==> src/rtl/tl_instruction_decode.sv <==
// MIPS instruction-decode stage: register file with WB write-through, main control
// decoder, sign extender, load-use hazard detection and the ID/EX pipeline register.
module tl_instruction_decode #(
    parameter int unsigned len    = 32,
    parameter int unsigned NB_REG = 5
) (
    input  logic              i_clk,
    input  logic              i_rst,
    input  logic [len-1:0]    i_instruccion,
    input  logic [len-1:0]    i_adder,
    input  logic              i_flush,
    input  logic              i_reg_write_wb,
    input  logic [NB_REG-1:0] i_write_reg_wb,
    input  logic [len-1:0]    i_write_data_wb,
    input  logic              i_id_ex_mem_read,
    input  logic [NB_REG-1:0] i_id_ex_rt,
    output logic              o_stall,
    output logic [len-1:0]    o_adder,
    output logic [len-1:0]    o_read_data1,
    output logic [len-1:0]    o_read_data2,
    output logic [len-1:0]    o_sign_ext,
    output logic [NB_REG-1:0] o_rs,
    output logic [NB_REG-1:0] o_rt,
    output logic [NB_REG-1:0] o_rd,
    output logic              o_reg_dst,
    output logic              o_alu_src,
    output logic              o_branch,
    output logic              o_mem_read,
    output logic              o_mem_write,
    output logic              o_mem_to_reg,
    output logic              o_reg_write,
    output logic [1:0]        o_alu_op
);

    localparam int unsigned NREGS = 2 ** NB_REG;

    localparam logic [5:0] OP_RTYPE = 6'b000000;
    localparam logic [5:0] OP_LW    = 6'b100011;
    localparam logic [5:0] OP_SW    = 6'b101011;
    localparam logic [5:0] OP_BEQ   = 6'b000100;
    localparam logic [5:0] OP_ADDI  = 6'b001000;

    logic [len-1:0]    r_regs [NREGS];
    logic [5:0]        w_opcode;
    logic [NB_REG-1:0] w_rs, w_rt, w_rd;
    logic              w_wb_en;
    logic [len-1:0]    w_read1, w_read2, w_sign_ext;
    logic              w_reg_dst, w_alu_src, w_branch, w_mem_read;
    logic              w_mem_write, w_mem_to_reg, w_reg_write;
    logic [1:0]        w_alu_op;
    logic              w_bubble;

    assign w_opcode = i_instruccion[len-1 -: 6];
    assign w_rs     = i_instruccion[21 +: NB_REG];
    assign w_rt     = i_instruccion[16 +: NB_REG];
    assign w_rd     = i_instruccion[11 +: NB_REG];
    assign w_wb_en  = i_reg_write_wb && (i_write_reg_wb != '0);

    // Register file: $zero never written; reset wins over a same-edge WB write
    always_ff @(negedge i_clk) begin
        if (!i_rst) begin
            for (int i = 0; i < int'(NREGS); i++) begin
                r_regs[i] <= '0;
            end
        end else if (w_wb_en) begin
            r_regs[i_write_reg_wb] <= i_write_data_wb;
        end
    end

    // Write-through so a value retiring this cycle reaches ID/EX directly
    assign w_read1 = (w_rs == '0) ? '0 :
                     (w_wb_en && (i_write_reg_wb == w_rs)) ? i_write_data_wb : r_regs[w_rs];
    assign w_read2 = (w_rt == '0) ? '0 :
                     (w_wb_en && (i_write_reg_wb == w_rt)) ? i_write_data_wb : r_regs[w_rt];

    assign w_sign_ext = {{(len-16){i_instruccion[15]}}, i_instruccion[15:0]};

    // Main control decoder; unknown opcodes decode as NOP
    always_comb begin
        w_reg_dst    = 1'b0;
        w_alu_src    = 1'b0;
        w_mem_to_reg = 1'b0;
        w_reg_write  = 1'b0;
        w_mem_read   = 1'b0;
        w_mem_write  = 1'b0;
        w_branch     = 1'b0;
        w_alu_op     = 2'b00;
        case (w_opcode)
            OP_RTYPE: begin
                w_reg_dst   = 1'b1;
                w_reg_write = 1'b1;
                w_alu_op    = 2'b10;
            end
            OP_LW: begin
                w_alu_src    = 1'b1;
                w_mem_to_reg = 1'b1;
                w_reg_write  = 1'b1;
                w_mem_read   = 1'b1;
            end
            OP_SW: begin
                w_alu_src   = 1'b1;
                w_mem_write = 1'b1;
            end
            OP_BEQ: begin
                w_branch = 1'b1;
                w_alu_op = 2'b01;
            end
            OP_ADDI: begin
                w_alu_src   = 1'b1;
                w_reg_write = 1'b1;
                w_alu_op    = 2'b11;
            end
            default: ;
        endcase
    end

    assign o_stall  = i_id_ex_mem_read && (i_id_ex_rt != '0) &&
                      ((i_id_ex_rt == w_rs) || (i_id_ex_rt == w_rt));
    assign w_bubble = o_stall || i_flush;

    // ID/EX register: data always advances, control zeroed on a bubble
    always_ff @(negedge i_clk) begin
        if (!i_rst) begin
            o_adder      <= '0;
            o_read_data1 <= '0;
            o_read_data2 <= '0;
            o_sign_ext   <= '0;
            o_rs         <= '0;
            o_rt         <= '0;
            o_rd         <= '0;
            o_reg_dst    <= 1'b0;
            o_alu_src    <= 1'b0;
            o_branch     <= 1'b0;
            o_mem_read   <= 1'b0;
            o_mem_write  <= 1'b0;
            o_mem_to_reg <= 1'b0;
            o_reg_write  <= 1'b0;
            o_alu_op     <= 2'b00;
        end else begin
            o_adder      <= i_adder;
            o_read_data1 <= w_read1;
            o_read_data2 <= w_read2;
            o_sign_ext   <= w_sign_ext;
            o_rs         <= w_rs;
            o_rt         <= w_rt;
            o_rd         <= w_rd;
            o_reg_dst    <= w_reg_dst    && !w_bubble;
            o_alu_src    <= w_alu_src    && !w_bubble;
            o_branch     <= w_branch     && !w_bubble;
            o_mem_read   <= w_mem_read   && !w_bubble;
            o_mem_write  <= w_mem_write  && !w_bubble;
            o_mem_to_reg <= w_mem_to_reg && !w_bubble;
            o_reg_write  <= w_reg_write  && !w_bubble;
            o_alu_op     <= w_bubble ? 2'b00 : w_alu_op;
        end
    end

endmodule

==> config.mk <==
export PLATFORM = sky130hd
export DESIGN_NAME = tl_instruction_decode
export DESIGN_NICKNAME = d
export VERILOG_FILES = /design/src/rtl/tl_instruction_decode.sv
export SDC_FILE = /design/constraint.sdc
export NUM_CORES = 2
export LEC_CHECK = 0
export ABC_CLOCK_PERIOD_IN_PS = 4800
export BUFFER_PORTS_ARGS = -buffer_cell sky130_fd_sc_hd__buf_2
export CAP_MARGIN = 20
export CORE_UTILIZATION = 55
export DETAILED_ROUTE_END_ITERATION = 8
export PLACE_DENSITY = 0.72
export SYNTH_ARGS = -nofsm -noshare
export SYNTH_HDL_FRONTEND = slang
export SYNTH_SLANG_ARGS = --single-unit
==> constraint.sdc <==
create_clock -name i_clk -period 4.8 [get_ports i_clk]
set_clock_uncertainty 0.05 [all_clocks]
set_input_delay 0.48 -clock i_clk [delete_from_list [all_inputs] [get_ports i_clk]]
set_output_delay 0.48 -clock i_clk [all_outputs]
set_load 0.02 [all_outputs]
==> results by group <==
Worst setup path
  • WP data required: ~4.3 ns
  • CP Capture Type: output pin
  • Crit-path slowest cell: dfxtp_1
  • Critical Path Source Type: flop
  • Critical path fanouts, max: 18
  • Crit path largest cell delay: ~0.56 ns
  • Crit-path cells: buf_2
  • Delay-heaviest family, CP: flip-flops
  • Crit path kind: flop to output pin
  • Worst Path Arrival: 3.93 ns
  • Crit path buffers/inverters: 1

STA
  • Max_slew headroom: roughly 34%
  • Final WS setup: 0.341 ns
  • Hold Violations, Final: 0
  • Tightest Pin Transition: 0.992 ns
  • Unrepaired setup endpoints after global routing: false
  • Final TNS setup: 0 ns
  • Final setup viols: 0
  • Fin Hold WS: 0.805 ns
  • Fin. max-slew vios: 0

Synthesis
  • Syn avg cell area: 14.8 µm²
  • Post-synth EDFFs: 1,024
  • Warnings from Yosys: 0
  • Asr flop ratio synth: 0%
  • Seq cells post-synth: 1,154
  • Predominant post-synthesis flop cell: edfxtp_1
  • Distinct cell type count after synthesis: 43
  • Mapped Cells: 3,926
  • Sequential fraction of the synthesis area: 57.5%
  • Cell area after synthesis: 58,000 µm²

Placed design
  • Placement Setup Slack: -0.168 ns
  • Port bufs: 263
  • Detail Placement HPWL: ~130,000 µm
  • Global placement routability congestion: between 0.9 and 1

Global route
  • M3 GR Usage: 16.4%
  • Initial antenna violation count: 24
  • Total congestion overflow: 0
  • Met2 Track Usage GR: 59.6%
  • Global-route usage over all layers: 38.9%
  • First-pass GRT wire length: between 200,000 and 300,000 µm
  • GRT Max-Usage Layer: met2
  • Met1 Resource Use GR: roughly 46%
  • Vias in the first global route: around 47,000
  • Largest net degree at the start of global routing: 90

Clock network
  • CTS Sinks: 1,154
  • Buffer count from post-CTS setup fixing: 0
  • Root buf cell: clkbuf_16
  • Max clock buf depth: 3
  • CTS Buf Count: approximately 130
  • Post-CTS sizing: 0
  • Hold_buf cts: 0
  • H-tree depth: 4
  • Worst-path clk slew: 0.05 ns
  • CTS tree: yes
  • Clk Latency, worst-skew pair: 0.75 ns

Power and ir drop
  • Power density over the cells: 400 nW/µm²
  • Leak: ~32 nW
  • Worst vdd ir: between 300 and 400 µV

Final layout
  • Register area: 33,400 µm²
  • Commonest non-fill, non-tap cell in the layout: inv_1
  • Final nets: 5,574
  • Max FFs per register: between 1,000 and 1,500
  • Layout area overhead: 26.7%
  • Most flop-heavy register: r_regs
  • Most frequent cells in the layout: inv_1, and2_1, edfxtp_1
  • Filler cells: 6,887
  • Layout cells sized above 1: around a quarter
  • Multi-input gate area: 23,300 µm²

Drt
  • Post-route ant nets: 0
  • Pre-antenna DRT Iters: 6
  • Routed wire length: approximately 210,000 µm
  • Routed wire per std cell: 30.0 µm
  • Via count: 44,676
  • Initial drt markers: 6,548
  • Vias per Instance: approximately 6.4
  • Post-route DRC: 0

Floorplan
  • Die width: 327 µm
  • Die area: roughly 110,000 µm²
  • Initial Util: around 56%
  • Die Height: 327 µm
  • Core Rows: 118
  • Placeable Area: 104,000 µm²
  • Io pins: 264

Run status
  • Outcome: finished clean

Hold path
  • Min-delay worst type: flop to flop

Job
  • Max_cap viols: 0
==> synth_stat cells, types with 9 or more instances <==
master / number / share of area (%)
nand2_1: 35 / 0.23
nor3_1: 72 / 0.62
nor2b_1: 34 / 0.37
a22o_1: 32 / 0.48
buf_4: 26 / 0.34
clkbuf_1: 318 / 2.1
a22oi_1: 33 / 0.43
o22ai_1: 160 / 1.7
xor2_1: 15 / 0.23
and2_1: 1052 / 11
o21ai_0: 34 / 0.29
buf_1: 24 / 0.16
nand3b_1: 9 / 0.12
mux2i_1: 128 / 2.2
mux4_2: 448 / 17
a211oi_1: 32 / 0.41
o41ai_2: 30 / 0.84
nor2_1: 70 / 0.45
o211a_1: 32 / 0.55
nor4_1: 37 / 0.40
dfxtp_1: 130 / 4.5
o221a_2: 31 / 0.60
edfxtp_1: 1024 / 53
buf_2: 78 / 0.67
==> report_power, final <==
| group | switching [mW] | internal (mW) | leakage, nW |
|---|---|---|---|
| sequential | 0.354 | 11.6 | 10.8 |
| combinational | 1.74 | 1.36 | 12.4 |
| clock | 6.79 | 7.53 | 8.38 |
| total | 8.89 | 20.5 | 31.6 |
==> worst paths after layout <==
kind	startpoint	to	slack (ns)	cells after the start
min reg2reg	r_regs[26][17]	o_read_data2[17]	0.81	3
max	o_rd[4]	o_sign_ext[18]	0.34	1
max reg2reg	r_regs[8][6]	o_read_data2[6]	2.88	5
min	r_regs[26][17]	o_read_data2[17]	0.81	3
==> kinds of logic after synthesis <==
| family | synth area share (%) |
|---|---|
| XOR/XNOR | 0.302 |
| AND/OR/NAND/NOR | 13.8 |
| buffers and inverters | 3.31 |
| multiplexers | 19.6 |
| AO/OA/AOI/OAI | 5.44 |
| other | 0.00647 |
| flip-flops | 57.5 |
==> through the flow <==
step	util (%)	instances	area [µm²]	power (mW)
2_1_floorplan	-	3957	58500	15.1
3_3_place_gp	62.2	5557	64700	16.4
3_5_place_dp	62.2	5557	64700	16.5
4_1_cts	70.6	6936	73400	29.5
5_1_grt	70.6	6937	73400	30.7
6_report	70.6	6943	73400	29.4
==> layout make-up <==
cell class | instances | area share (%)
diodes | 7 | 0.0239
clock buffers | 141 | 4.81
clock inverters | 1239 | 7.07
inverters | 3 | 0.0153
multi-input cells | 2350 | 31.7
flip-flops and latches | 1154 | 45.4
well taps | 1380 | 2.35
repair buffers | 669 | 8.59
==> metal layers <==
metal	up-vias	wire length, µm
met1	21896	68600
met2	3843	96300
met5	-	106
met3	839	31200
li1	18082	-
met4	16	11800
Note: power is estimated with default switching activity, not from simulation.
